### config.mk
export PLATFORM = sky130hd
export DESIGN_NAME = booth_seq_mul
export DESIGN_NICKNAME = d
export VERILOG_FILES = /design/src/rtl/booth_seq_mul.sv
export SDC_FILE = /design/constraint.sdc
export NUM_CORES = 1
export LEC_CHECK = 0
export ABC_AREA = 1
export BUFFER_PORTS_ARGS = -buffer_cell sky130_fd_sc_hd__buf_2
export CORE_AREA = 4 4 118 232
export CTS_CLUSTER_DIAMETER = 50
export DETAILED_ROUTE_END_ITERATION = 12
export DIE_AREA = 0 0 122 236
export GPL_TIMING_DRIVEN = 0
export HOLD_SLACK_MARGIN = 0.02
export MAX_ROUTING_LAYER = met4
export RECOVER_POWER = 50
export SKIP_CTS_REPAIR_TIMING = 1
export SLEW_MARGIN = 30
export SYNTH_ARGS = -nofsm -noshare
export SYNTH_HDL_FRONTEND = slang
export SYNTH_SLANG_ARGS = --single-unit
### constraint.sdc
create_clock -name i_clk -period 12.1 [get_ports i_clk]
set_input_delay 2.42 -clock i_clk [delete_from_list [all_inputs] [get_ports i_clk]]
set_output_delay 2.42 -clock i_clk [all_outputs]
set_load 0.05 [all_outputs]
### src/rtl/booth_seq_mul.sv
// Sequential radix-4 Booth multiplier: 24x24 signed -> 48-bit product.
// Retires one Booth digit per RUN cycle, with valid/ready handshakes on both sides.
module booth_seq_mul (
    input  logic        i_clk,
    input  logic        i_rst,
    input  logic        i_in_valid,
    output logic        o_in_ready,
    input  logic [23:0] i_a,
    input  logic [23:0] i_b,
    input  logic        i_abort,
    output logic        o_out_valid,
    input  logic        i_out_ready,
    output logic [47:0] o_product,
    output logic [2:0]  o_digit,
    output logic        o_busy
);

    // state  | meaning
    // S_IDLE | waiting for operands, in_ready high
    // S_RUN  | retiring one Booth digit per cycle, cnt 0..11
    // S_DONE | product held until the consumer takes it
    typedef enum logic [1:0] {S_IDLE, S_RUN, S_DONE} state_t;

    state_t      r_state;
    state_t      w_next;
    logic [47:0] r_mcand;
    logic [47:0] r_acc;
    logic [24:0] r_bsh;
    logic [3:0]  r_cnt;
    logic [2:0]  w_digit;
    logic [47:0] w_pp;
    logic [47:0] w_pp_sh;

    // Sign-magnitude digit: bit2 = sign, bits1:0 = magnitude.
    always_comb begin
        w_digit = 3'b000;
        case (r_bsh[2:0])
            3'b001:  w_digit = 3'b001;
            3'b010:  w_digit = 3'b001;
            3'b011:  w_digit = 3'b010;
            3'b100:  w_digit = 3'b110;
            3'b101:  w_digit = 3'b101;
            3'b110:  w_digit = 3'b101;
            default: w_digit = 3'b000;
        endcase
    end

    always_comb begin
        w_pp = '0;
        case (w_digit[1:0])
            2'b01:   w_pp = r_mcand;
            2'b10:   w_pp = {r_mcand[46:0], 1'b0};
            default: w_pp = '0;
        endcase
        if (w_digit[2]) begin
            w_pp = -w_pp;
        end
    end

    assign w_pp_sh = w_pp << {r_cnt, 1'b0};

    always_ff @(posedge i_clk or posedge i_rst) begin
        if (i_rst) begin
            r_state <= S_IDLE;
        end else begin
            r_state <= w_next;
        end
    end

    // Abort takes priority over the final digit so a cancelled op never presents a result.
    always_comb begin
        w_next = r_state;
        case (r_state)
            S_IDLE: begin
                if (i_in_valid) begin
                    w_next = S_RUN;
                end
            end
            S_RUN: begin
                if (i_abort) begin
                    w_next = S_IDLE;
                end else if (r_cnt == 4'd11) begin
                    w_next = S_DONE;
                end
            end
            S_DONE: begin
                if (i_out_ready) begin
                    w_next = S_IDLE;
                end
            end
            default: w_next = S_IDLE;
        endcase
    end

    always_ff @(posedge i_clk or posedge i_rst) begin
        if (i_rst) begin
            r_mcand <= '0;
            r_acc   <= '0;
            r_bsh   <= '0;
            r_cnt   <= '0;
        end else if (r_state == S_IDLE && i_in_valid) begin
            r_mcand <= {{24{i_a[23]}}, i_a};
            r_bsh   <= {i_b, 1'b0};
            r_acc   <= '0;
            r_cnt   <= '0;
        end else if (r_state == S_RUN && !i_abort) begin
            r_acc   <= r_acc + w_pp_sh;
            r_bsh   <= {{2{r_bsh[24]}}, r_bsh[24:2]};
            r_cnt   <= r_cnt + 4'd1;
        end
    end

    assign o_in_ready  = (r_state == S_IDLE);
    assign o_out_valid = (r_state == S_DONE);
    assign o_busy      = (r_state == S_RUN);
    assign o_product   = (r_state == S_DONE) ? r_acc : 48'd0;
    assign o_digit     = (r_state == S_RUN) ? w_digit : 3'b000;

endmodule
After elaboration in Yosys (flattened, before gate mapping) --
Index checks and enable logic that the tools add are counted.
Storage, ports and cells: output and inout bits 54, logic and storage cells 48, register bits 103, bits of input ports 53
Cells by class: add/sub/neg operators 3, shift operators 1, muxes and demuxes 16, reductions and logical operators 8, equal/unequal tests 14
Operators by type and width (number):
- two-way mux 48 bit | 4
- case mux 48 bit (2 select lines) | 1
- adder 48 bit | 1
- negator 48 bit | 1
- left shift 48 x 5 -> 48 bit | 1
- two-way mux 25 bit | 1
- two-way mux 24 bit | 1
- case mux 3 bit (4 select lines) | 1
- == test 3 bit (second input constant) | 3
- two-way mux 2 bit | 4
- two-way mux 4 bit | 2
- == test 3 x 2 -> 1 bit (second input constant) | 2
- case mux 2 bit (3 select lines) | 1
- adder 4 x 1 -> 4 bit (second input constant) | 1
- == test 2 x 1 -> 1 bit (second input constant) | 2
- == test 2 bit (second input constant) | 2
- == test 4 bit (second input constant) | 1
- OR reduction 2 bit | 2
- == test 3 x 1 -> 1 bit (second input constant) | 1
- two-way mux 3 bit | 1
- != test 3 x 2 -> 1 bit (second input constant) | 1
- AND reduction 3 bit | 1
- logical AND 1 bit | 2
- zero test 2 bit | 1
- other kinds (4) | 4

Longest topological paths before layout --
Gate-level depths: netlist of run 1.
depth in word-level cells 11, gate-level depth with buffers 39, gate-level depth less buffers 38

Worst setup path before layout of run 1 --
Ideal clock, no wire load.
path type register to register, start point reg r_bsh[1], end point reg r_acc[40], path buffers 1, arrival 4.274 ns, cell stages (with the launch flop) 31, path slack 7.708 ns, data required time 11.982 ns, library setup time 0.118 ns, period minus slack after synthesis 4.392 ns, path through dfrtp_1 -> nand2_1 -> inv_1 -> a21oi_1 -> ha_1 -> inv_2 -> buf_4 -> nand2_2 -> ha_1 -> a21boi_2 -> nand3_1 -> nand2_1 -> xor2_1 -> or2_2 -> nand3_1 -> nand3_1 -> nand2_1 -> nor2_1 -> ha_1 -> nand2_1 -> nor2_1 -> inv_1 -> o21ai_2 -> a21boi_1 -> o21ai_1 -> nand2_1 -> nand2_1 -> a21oi_1 -> or2_2 -> nand3_1 -> nand2_1
On the way: cells in the longest elaborated chain, start to end 11, elaborated cells on any way between the ends 18, classes of those cells add/sub: 2; eq/ne: 8; shift: 1; mux: 5; reduce/logical: 2
Ends and longest elaborated chain:
- start, declared | RTL line 28 | logic [24:0] r_bsh;
- start signal, assigned | RTL line 103 | r_bsh <= {i_b, 1'b0};
- start signal, assigned | RTL line 108 | r_bsh <= {{2{r_bsh[24]}}, r_bsh[24:2]};
- == test 3 bit, or another cell as far along | RTL line 37 | case (r_bsh[2:0])
- OR reduction 2 bit (no line)
- case mux 3 bit (4 select lines) (*) | RTL line 37
- == test 2 bit / == test 2 x 1 -> 1 bit (equally long branches) | RTL line 50 | case (w_digit[1:0])
- case mux 48 bit (2 select lines) | RTL line 50
- negator 48 bit | RTL line 56 | w_pp = -w_pp;
- two-way mux 48 bit (*) | RTL line 55 | if (w_digit[2]) begin
- left shift 48 x 5 -> 48 bit (*) | RTL line 60 | assign w_pp_sh = w_pp << {r_cnt, 1'b0};
- adder 48 bit (*) | RTL line 107 | r_acc <= r_acc + w_pp_sh;
- two-way mux 48 bit (*) | RTL line 106 | end else if (r_state == S_RUN && !i_abort) begin
- two-way mux 48 bit (*) | RTL line 101 | end else if (r_state == S_IDLE && i_in_valid) begin
- end signal, assigned | RTL line 107
- end, declared | RTL line 27 | logic [47:0] r_acc;
Mark *: on every way between the ends. The rest lies on a longest branch, timed or not. The select of a mux whose other input is x is not followed. A chain may end at the register's enable or synchronous reset.

==> summary.md, run 1 <==
| Metric | Value |
|---|---|
| Number of vias in the routed layout | 10.8k |
| Violated checks | capacitance limit, slew limit |
| IO Pins | 107 |
| Starting DRT DRC Count | 591 |
| Result of the run | finished, violations left |
| Required time of the worst setup path | about 12 ns |
| TritonCTS clock tree | done |
| Reg-to-reg startpoint | r_bsh[0] |
| Count of final setup violators | 0 |
| Number of enable-type register cells in the synthesized netlist | 0 |
| Routed wire length | 38600 um |
| Area leader, netlist | dfrtp_1 |
| IO Port Bufs | 106 |
| Final-report hold violation count | 0 |
| RSZ-0062 raised after global routing | false |
| Worst Setup Slack post-DPL | between 6 and 7 ns |
| Clock tree skew after final layout | 0.0141 ns |
| Count leader, synth | nand2_1 |
| Arrival @ worst endpoint | 6.38 ns |
| Hold Startpoint | r_bsh[22] |
| Critical path class | in -> async |
| Total of fill cells in the finished design | approximately 2.9k |
| Die boundary height | 236 um |
| Worst reg-to-reg setup slack | around 6.0 ns |
| Placed Cells incl. Taps | 2029 |
| Sink Count | about 100 |
| Root Buffer Master | clkbuf_16 |
| Final Critical Period | 6.82 ns |
| Total global routing track utilization | roughly 28% |
| Chip Width | 122 um |
| Part of the cycle the worst path needs | 56.3% |
| Pin count of the biggest net entering global routing | 70 |
| Pin slew with the least headroom to its limit | 4.02 ns |
| Synth top cells by count | nand2_1, inv_1, nor2_1, nand3_1, dfrtp_1 |
| Net total in the final layout | roughly 1.8k |
| Average size of a mapped cell | 6.24 sq um |
| Highest clock frequency the design can meet | 147 MHz |
| Startpoint type of the worst setup path | primary input |
| Count of nets left with antenna violations after detail routing | 0 |
| Largest cells by area after synthesis | dfrtp_1, nand2_1, ha_1 |
| Clock buffer depth | 2 |
| Sequential-to-total area share from yosys stat | 26.1% |
| HPWL after detailed placement | roughly 32000 um |
| Flip-flop and latch count after synthesis | 103 |
| Weighted congestion reported at the end of routability-driven placement | 1.01 |
| Final Max Slew Viols | 106 |
| Number of warnings printed during yosys synthesis | 0 |
| CTS Buf Count | 9 |
| Synth cell types | 50 |
| Max capacitance violation total | 2 |
| Detail-routed net length per standard cell | 18.9 um |
| Slew margin rel. | -168% |
| Detailed-route vias per instance | 5.29 |
| Post-synthesis cell count | 1582 |
| Total die area | 28800 sq um |
| Number of optimization iterations in the first detailed-route pass | 5 |
| Clock latency at the later pin of the worst-skew pair | 0.39 ns |
| Post-CTS clock slew at the launch and capture registers of the worst setup and hold paths | 0.08 ns |
| # rows | 83 |
| Detailed-route DRC error count | 0 |
| Critical Path End Type | async pin |
| Classification of the worst-slack hold path | reg -> reg |
| Number of antenna violations at the first check in global routing | 0 |
| First-pass GRT wire length | 59700 um |
| Growth of design area from synthesis to finish | 12.7% |
| Syn Nets | 1699 |
| Remaining Overflow, GRT | 0 |
| Most used DFF post-synth | dfrtp_1 |
| Number of global-route vias before repair | 11.1k |
| Floorplan core area | 25700 sq um |
| Fraction of post-synthesis cell area in the top cell type by area | 26.1% |
| Count of antenna diodes in the layout | 0 |
| Post-Layout Cell Count | ~2k |
| Starting Density | approximately 38% |
| CP startpoint | i_rst |
| Proportion of layout cells with a drive suffix above 1 | 10.5% |
| H-tree depth | 3 |
| Sum of negative setup slack | 0 ns |
| Peak fanout along the critical path | 69 |
| Post-Syn Area | ~10000 sq um |
| Least setup slack across all paths after layout | 5.28 ns |
| Async SR Flop Fraction | 100% |
[cell families (layout without fill, tap and decap cells)]
kind of cell | Yosys count | after routing | share of synthesized area, %
multiplexers | 3 | 3 | 0.304
flip-flops | 103 | 103 | 26.1
XOR/XNOR | 18 | 18 | 1.67
adder cells (fa/ha/maj) | 64 | 64 | 8.19
AND/OR/NAND/NOR | 839 | 839 | 35.4
AO/OA/AOI/OAI | 310 | 310 | 18.3
buffers and inverters | 245 | 368 | 9.99
[through the flow]
| stage | utilization [%] | hold WS, ns | cell area (sq um) |
|---|---|---|---|
| floorplan | - | 0.450 | 9870 |
| global placement | 42.2 | 0.464 | 10800 |
| detailed placement | 42.3 | 0.468 | 10900 |
| CTS | 43.5 | 0.491 | 11200 |
| global route | 43.3 | 0.527 | 11100 |
| finish | 43.3 | 0.492 | 11100 |
[critical path: stages]
cell,delay (ns)
clkbuf_1,0.08
clkinvlp_2,0.94
clkbuf_1,2.89
[cells in the final DEF, fill, tap and decap left out, types with 6 or more instances in the layout]
cell type	count
nand2_2	18
o21ai_1	28
o221ai_1	19
o21ai_0	101
buf_2	112
o31ai_1	6
a21boi_0	7
nand2_1	474
clkbuf_1	44
o211ai_1	9
inv_1	176
nor3_1	15
o22ai_1	24
clkbuf_16	9
a21o_1	10
ha_1	63
a21oi_1	79
nand3_1	135
xor2_1	12
a31oi_1	9
nor2_1	161
dfrtp_1	103
[path summary, 6_finish.rpt]
check | endpoint | cells past startpoint
max reg2reg | r_acc[45] | 34
min reg2reg | r_bsh[22] | 2
min in group asynchronous | r_bsh[5] | 2
max in group i_clk | r_acc[45] | 34
max | r_acc[9] | 3
min | r_bsh[22] | 2
[state kept, by name (all words and copies together), names as in the netlist]
signal and cells:
r_bsh 25, r_state 2, r_acc 48, r_cnt 4, r_mcand 24
[final cells by class]
| cell class | instances | area [sq um] | area share [%] |
|---|---|---|---|
| Multi-Input combinational cell | 1234 | 6300 | 56.7 |
| Clock inverter | 7 | 71.3 | 0.642 |
| Inverter | 182 | 684 | 6.16 |
| Sequential cell | 103 | 2580 | 23.2 |
| Tap cell | 340 | 425 | 3.83 |
| Buffer | 63 | 303 | 2.72 |
| Timing Repair Buffer | 107 | 528 | 4.75 |
| Clock buffer | 9 | 225 | 2.03 |
[layer usage]
metal  global-route usage, %  up-vias  part of all wire, %
met5                       -        -                    0
met4                    21.0        0                  8.8
met3                    2.64      137                  2.7
met2                    53.0      297                   55
met1                    25.0     4955                   34
li1                        -     5432                    -
Power of run 1 is left out: the tool's default activity adds up to more than one toggle a clock period on the data nets, which glitch-free logic cannot reach.
==> inputs of run 2 (changes only) <==
Clock period 12.1 ns to 5.5 ns, I/O delays scaled along.
==> summary.md, run 2 (synthesized netlist as in run 1, its figures left out) <==
| Metric | Value |
|---|---|
| H-tree depth | 3 |
| Chip Width | 122 um |
| Starting Density | slightly below 40% |
| Post-CTS clock slew at the launch and capture registers of the worst setup and hold paths | 0.09 ns |
| CTS Buf Count | 9 |
| Library cell contributing the largest single delay on the critical path | dfrtp_1 |
| Max capacitance violation total | 2 |
| Met3 routing resource usage after global routing | 2.64% |
| Highest clock frequency the design can meet | around 190 MHz |
| Detailed-route DRC error count | 0 |
| Detailed-route vias per instance | 5.32 |
| Max reg flops | 48 |
| Proportion of layout cells with a drive suffix above 1 | 15.8% |
| Number of optimization iterations in the first detailed-route pass | 7 |
| Met2 track demand over resource in global routing | 53.0% |
| Clock tree skew after final layout | roughly 0.016 ns |
| Critical path class | reg -> reg |
| Biggest register | r_acc |
| Pin slew with the least headroom to its limit | about 1.9 ns |
| Arrival @ worst endpoint | ~5.5 ns |
| Least setup slack across all paths after layout | 0.235 ns |
| Count of antenna diodes in the layout | 0 |
| IO Port Bufs | 106 |
| Startpoint type of the worst setup path | register |
| Final-report hold violation count | 0 |
| Number of global-route vias before repair | 11.1k |
| Post-Layout Cell Count | 2053 |
| Most common cell after layout, fill and taps aside | nand2_1 |
| Remaining Overflow, GRT | 0 |
| # rows | 83 |
| Sink Count | just over 100 |
| Result of the run | finished, violations left |
| Number of antenna violations at the first check in global routing | 0 |
| Cell with the most instances on the worst path | nand2_1 |
| Root Buffer Master | clkbuf_16 |
| Registers with the highest flip-flop counts | r_acc: 48 flops, r_bsh: 25 flops, r_mcand: 24 flops |
| GR met1 Demand/Resource | 25.0% |
| Sink of the worst hold path | r_bsh[24] |
| Final Max Slew Viols | 106 |
| HPWL after detailed placement | 32300 um |
| Floorplan core area | 25700 sq um |
| Count of nets left with antenna violations after detail routing | 0 |
| Worst reg-to-reg setup slack | 0.24 ns |
| Longest individual stage delay on the worst path | approximately 0.43 ns |
| Required time of the worst setup path | 5.75 ns |
| Growth of design area from synthesis to finish | 18.5% |
| Count of cells along the worst register-to-register path | 35 |
| Peak fanout along the critical path | 6 |
| First-pass GRT wire length | 59700 um |
| Part of the cycle the worst path needs | 95.7% |
| Weighted congestion reported at the end of routability-driven placement | 1.01 |
| Detail-routed net length per standard cell | about 19 um |
| Clock latency at the later pin of the worst-skew pair | 0.39 ns |
| Hold Startpoint | r_bsh[24] |
| Die boundary height | 236 um |
| Total of fill cells in the finished design | 2828 |
| Total die area | 28800 sq um |
| Most frequent cells in the layout | nand2_1, inv_1, nor2_1 |
| Net total in the final layout | 1825 |
| Worst r2r dst | r_acc[45] |
| TritonCTS clock tree | done |
| Number of vias in the routed layout | ~11k |
| RSZ-0062 raised after global routing | true |
| Total global routing track utilization | roughly 28% |
| IO Pins | around 110 |
| Violated checks | capacitance limit, slew limit |
| Count of final setup violators | 0 |
| Placed Cells incl. Taps | 2029 |
| Routed wire length | 39100 um |
| Clock buffer depth | 2 |
| Depth of the worst hold-timing path | 2 |
| Slew margin rel. | -23.5% |
| Pin count of the biggest net entering global routing | 70 |
| Starting DRT DRC Count | 553 |
| Worst Setup Slack post-DPL | -0.516 ns |
| Critical Path End Type | register |
| WHS | 0.491 ns |
| Classification of the worst-slack hold path | reg -> reg |
| Reg-to-reg startpoint | r_bsh[0] |
| Final Critical Period | 5.26 ns |
| Global-route layer with the greatest usage | met2 |
## run 2: cell count changes in the layout (fill, tap and decap cells not counted), sizes merged
cell and change:
buf +9, clkbuf -1
## run 2: worst max path at each step
stage                     startpoint         to  slack [ns]  cells past startpoint
after floorplan             r_bsh[1]  r_acc[40]        1.11                     30
after global placement      r_bsh[1]  r_acc[45]       -0.53                     28
after detailed placement    r_bsh[1]  r_acc[45]       -0.52                     36
after CTS                   r_bsh[0]  r_acc[45]       -0.55                     36
after global routing        r_bsh[0]  r_acc[47]       -0.08                     35
final                       r_bsh[0]  r_acc[45]        0.24                     35
## run 2: layout make-up
type	count	area, sq um	share of cell area (%)
plain buffers	63	303	2.59
multi-input cells	1234	6810	58.3
well taps	340	425	3.64
clock inverters	7	71.3	0.610
inverters	182	684	5.86
clock buffers	9	225	1.93
flip-flops and latches	103	2580	22.1
repair buffers	115	591	5.05
## run 2: metal layers
metal / up-vias / wire length [um]
met5: - / 0
met3: 164 / 1120
li1: 5441 / -
met2: 302 / 21200
met1: 5021 / 13000
met4: 0 / 3790
## run 2: per-stage QoR
stage,util [%],TNS (ns),cell area [sq um]
4_1_cts,43.5,-3.13,11200
5_1_grt,45.6,-0.520,11700
6_report,45.6,0,11700
3_3_place_gp,42.2,-2.39,10800
2_1_floorplan,-,0,9870
3_5_place_dp,42.3,-2.72,10900
## run 2: worst max-delay path: cells and delay by family, from the launching register on
family                     cells  cell delay (ns)
adders and majority gates      2             0.65
DFF                            1             0.43
AOI/OAI and AO/OA              5             0.81
buffers and inverters          5             0.53
and+or+nand+nor               23             2.68
Power of run 2 is left out for the same reason.
==> inputs of run 3 (changes only) <==
Settings changed: CORE_AREA 4 4 118 232 to 2 2 116 230, DIE_AREA 0 0 122 236 to 0 0 118 232.
==> summary.md, run 3 (synthesized netlist as in run 1, its figures left out) <==
| Metric | Value |
|---|---|
| Total die area | 27400 sq um |
| Final Critical Period | 5.25 ns |
| Registers with the highest flip-flop counts | r_acc: 48 flops, r_bsh: 25 flops, r_mcand: 24 flops |
| Highest clock frequency the design can meet | 191 MHz |
| Max reg flops | 48 |
| Final Max Slew Viols | 75 |
| TritonCTS clock tree | done |
| Net total in the final layout | 1826 |
| Max capacitance violation total | 1 |
| Part of the cycle the worst path needs | a little over nine tenths |
| Worst reg-to-reg setup slack | roughly 0.25 ns |
| Root Buffer Master | clkbuf_16 |
| Growth of design area from synthesis to finish | 19.2% |
| Longest individual stage delay on the worst path | 0.44 ns |
| Violated checks | capacitance limit, slew limit |
| Worst r2r dst | r_acc[45] |
| Reg-to-reg startpoint | r_bsh[0] |
| Count of cells along the worst register-to-register path | 37 |
| Chip Width | 118 um |
| Total global routing track utilization | 29.1% |
| Proportion of layout cells with a drive suffix above 1 | 16.3% |
| Biggest register | r_acc |
| Detailed-route vias per instance | 5.30 |
| Peak fanout along the critical path | 10 |
| Floorplan core area | ~26000 sq um |
| CP startpoint | r_bsh[0] |
| Clock buffer depth | 2 |
| # rows | 83 |
| Remaining Overflow, GRT | 0 |
| IO Pins | 107 |
| Result of the run | finished, violations left |
| Count of final setup violators | 0 |
| Most common cell after layout, fill and taps aside | nand2_1 |
| Pin count of the biggest net entering global routing | 75 |
| Endpoint of the worst setup timing path | r_acc[45] |
| H-tree depth | 3 |
| Routed wire length | 38800 um |
| Final-report hold violation count | 0 |
| Cell with the most instances on the worst path | nand2_1 |
| Number of antenna violations at the first check in global routing | 0 |
| Detail-routed net length per standard cell | 18.9 um |
| Clock latency at the later pin of the worst-skew pair | ~0.40 ns |
| Post-CTS clock slew at the launch and capture registers of the worst setup and hold paths | 0.10 ns |
| First-pass GRT wire length | 58600 um |
| Slew margin rel. | -36.1% |
| Detailed-route DRC error count | 0 |
| Count of nets left with antenna violations after detail routing | 0 |
| HPWL after detailed placement | 31800 um |
| Starting Density | 38.5% |
| Least setup slack across all paths after layout | 0.254 ns |
| Classification of the worst-slack hold path | reg -> reg |
| Number of vias in the routed layout | 10.9k |
| IO Port Bufs | 106 |
| Sink Count | 103 |
| Clock tree skew after final layout | 0.0170 ns |
| Startpoint type of the worst setup path | register |
| Pin slew with the least headroom to its limit | between 2 and 2.5 ns |
| Number of global-route vias before repair | between 10k and 15k |
| Die boundary height | ~230 um |
| Arrival @ worst endpoint | 5.50 ns |
| Weighted congestion reported at the end of routability-driven placement | 1.04 |
| Critical path class | reg -> reg |
| Number of optimization iterations in the first detailed-route pass | 5 |
| Required time of the worst setup path | approximately 5.8 ns |
| Critical Path End Type | register |
| RSZ-0062 raised after global routing | true |
| Library cell contributing the largest single delay on the critical path | dfrtp_1 |
| Most frequent cells in the layout | nand2_1, inv_1, nor2_1 |
| CTS Buf Count | 9 |
| Starting DRT DRC Count | 639 |
| Worst Setup Slack post-DPL | -0.684 ns |
| Count of antenna diodes in the layout | 0 |
## run 3: cell count changes in the layout (fill, tap and decap cells not counted), moves of 3 or more
| cell | before | now |
|---|---|---|
| clkinv_8 | 0 | 3 |
| o21ai_2 | 16 | 12 |
| nand2_1 | 465 | 460 |
| nor2_2 | 8 | 11 |
| nand3_1 | 127 | 120 |
| nand2_2 | 26 | 32 |
| a31oi_2 | 4 | 1 |
| o21ai_0 | 87 | 90 |
| nand3_2 | 8 | 15 |
## run 3: cell type report
type / instances / area (sq um)
Fill cell: 2860 / 13900
Multi-Input combinational cell: 1234 / 6850
Sequential cell: 103 / 2580
Inverter: 182 / 684
Timing Repair Buffer: 116 / 598
Tap cell: 340 / 425
Buffer: 63 / 303
Clock buffer: 9 / 225
Clock inverter: 7 / 91.3
## run 3: worst min-delay path by stage
stage | startpoint | end | slack, ns | cells past startpoint
after global routing | r_bsh[22] | r_bsh[22] | 0.53 | 2
after global placement | r_bsh[24] | r_bsh[24] | 0.47 | 2
after CTS | r_bsh[24] | r_bsh[24] | 0.49 | 2
final | r_bsh[24] | r_bsh[24] | 0.49 | 2
after detailed placement | r_bsh[24] | r_bsh[24] | 0.47 | 2
after floorplan | r_bsh[24] | r_bsh[24] | 0.45 | 2
## run 3: critical path: cells and delay by family (launching register included)
| family | cells | cell delay, ns |
|---|---|---|
| AO/OA/AOI/OAI | 6 | 0.76 |
| flip-flops | 1 | 0.44 |
| XOR/XNOR | 1 | 0.13 |
| AND/OR/NAND/NOR | 21 | 2.46 |
| adder cells (fa/ha/maj) | 3 | 0.73 |
| buffers and inverters | 6 | 0.56 |
## run 3: per-stage QoR
step | cell area, sq um | cells | setup TNS, ns | hold WS [ns] | utilization (%)
2_1_floorplan | 9870 | 1582 | 0 | 0.450 | -
5_1_grt | 11800 | 2054 | -0.524 | 0.533 | 45.8
6_report | 11800 | 2054 | 0 | 0.491 | 45.8
4_1_cts | 11200 | 2045 | -4.01 | 0.492 | 43.6
3_3_place_gp | 10800 | 2028 | -3.02 | 0.465 | 42.2
3_5_place_dp | 10900 | 2029 | -3.51 | 0.467 | 42.3
## run 3: layer usage
metal  vias to the layer above  GRT usage (%)  wire length [um]  share of wire [%]
met5                         -              -                 0                  0
met4                         0           21.2              3410                8.8
met3                       143           2.97              1340                3.4
met2                       294           55.9             21200                 55
met1                      5007           26.0             12900                 33
li1                       5448              -                 -                  -
Power of run 3 is left out for the same reason.
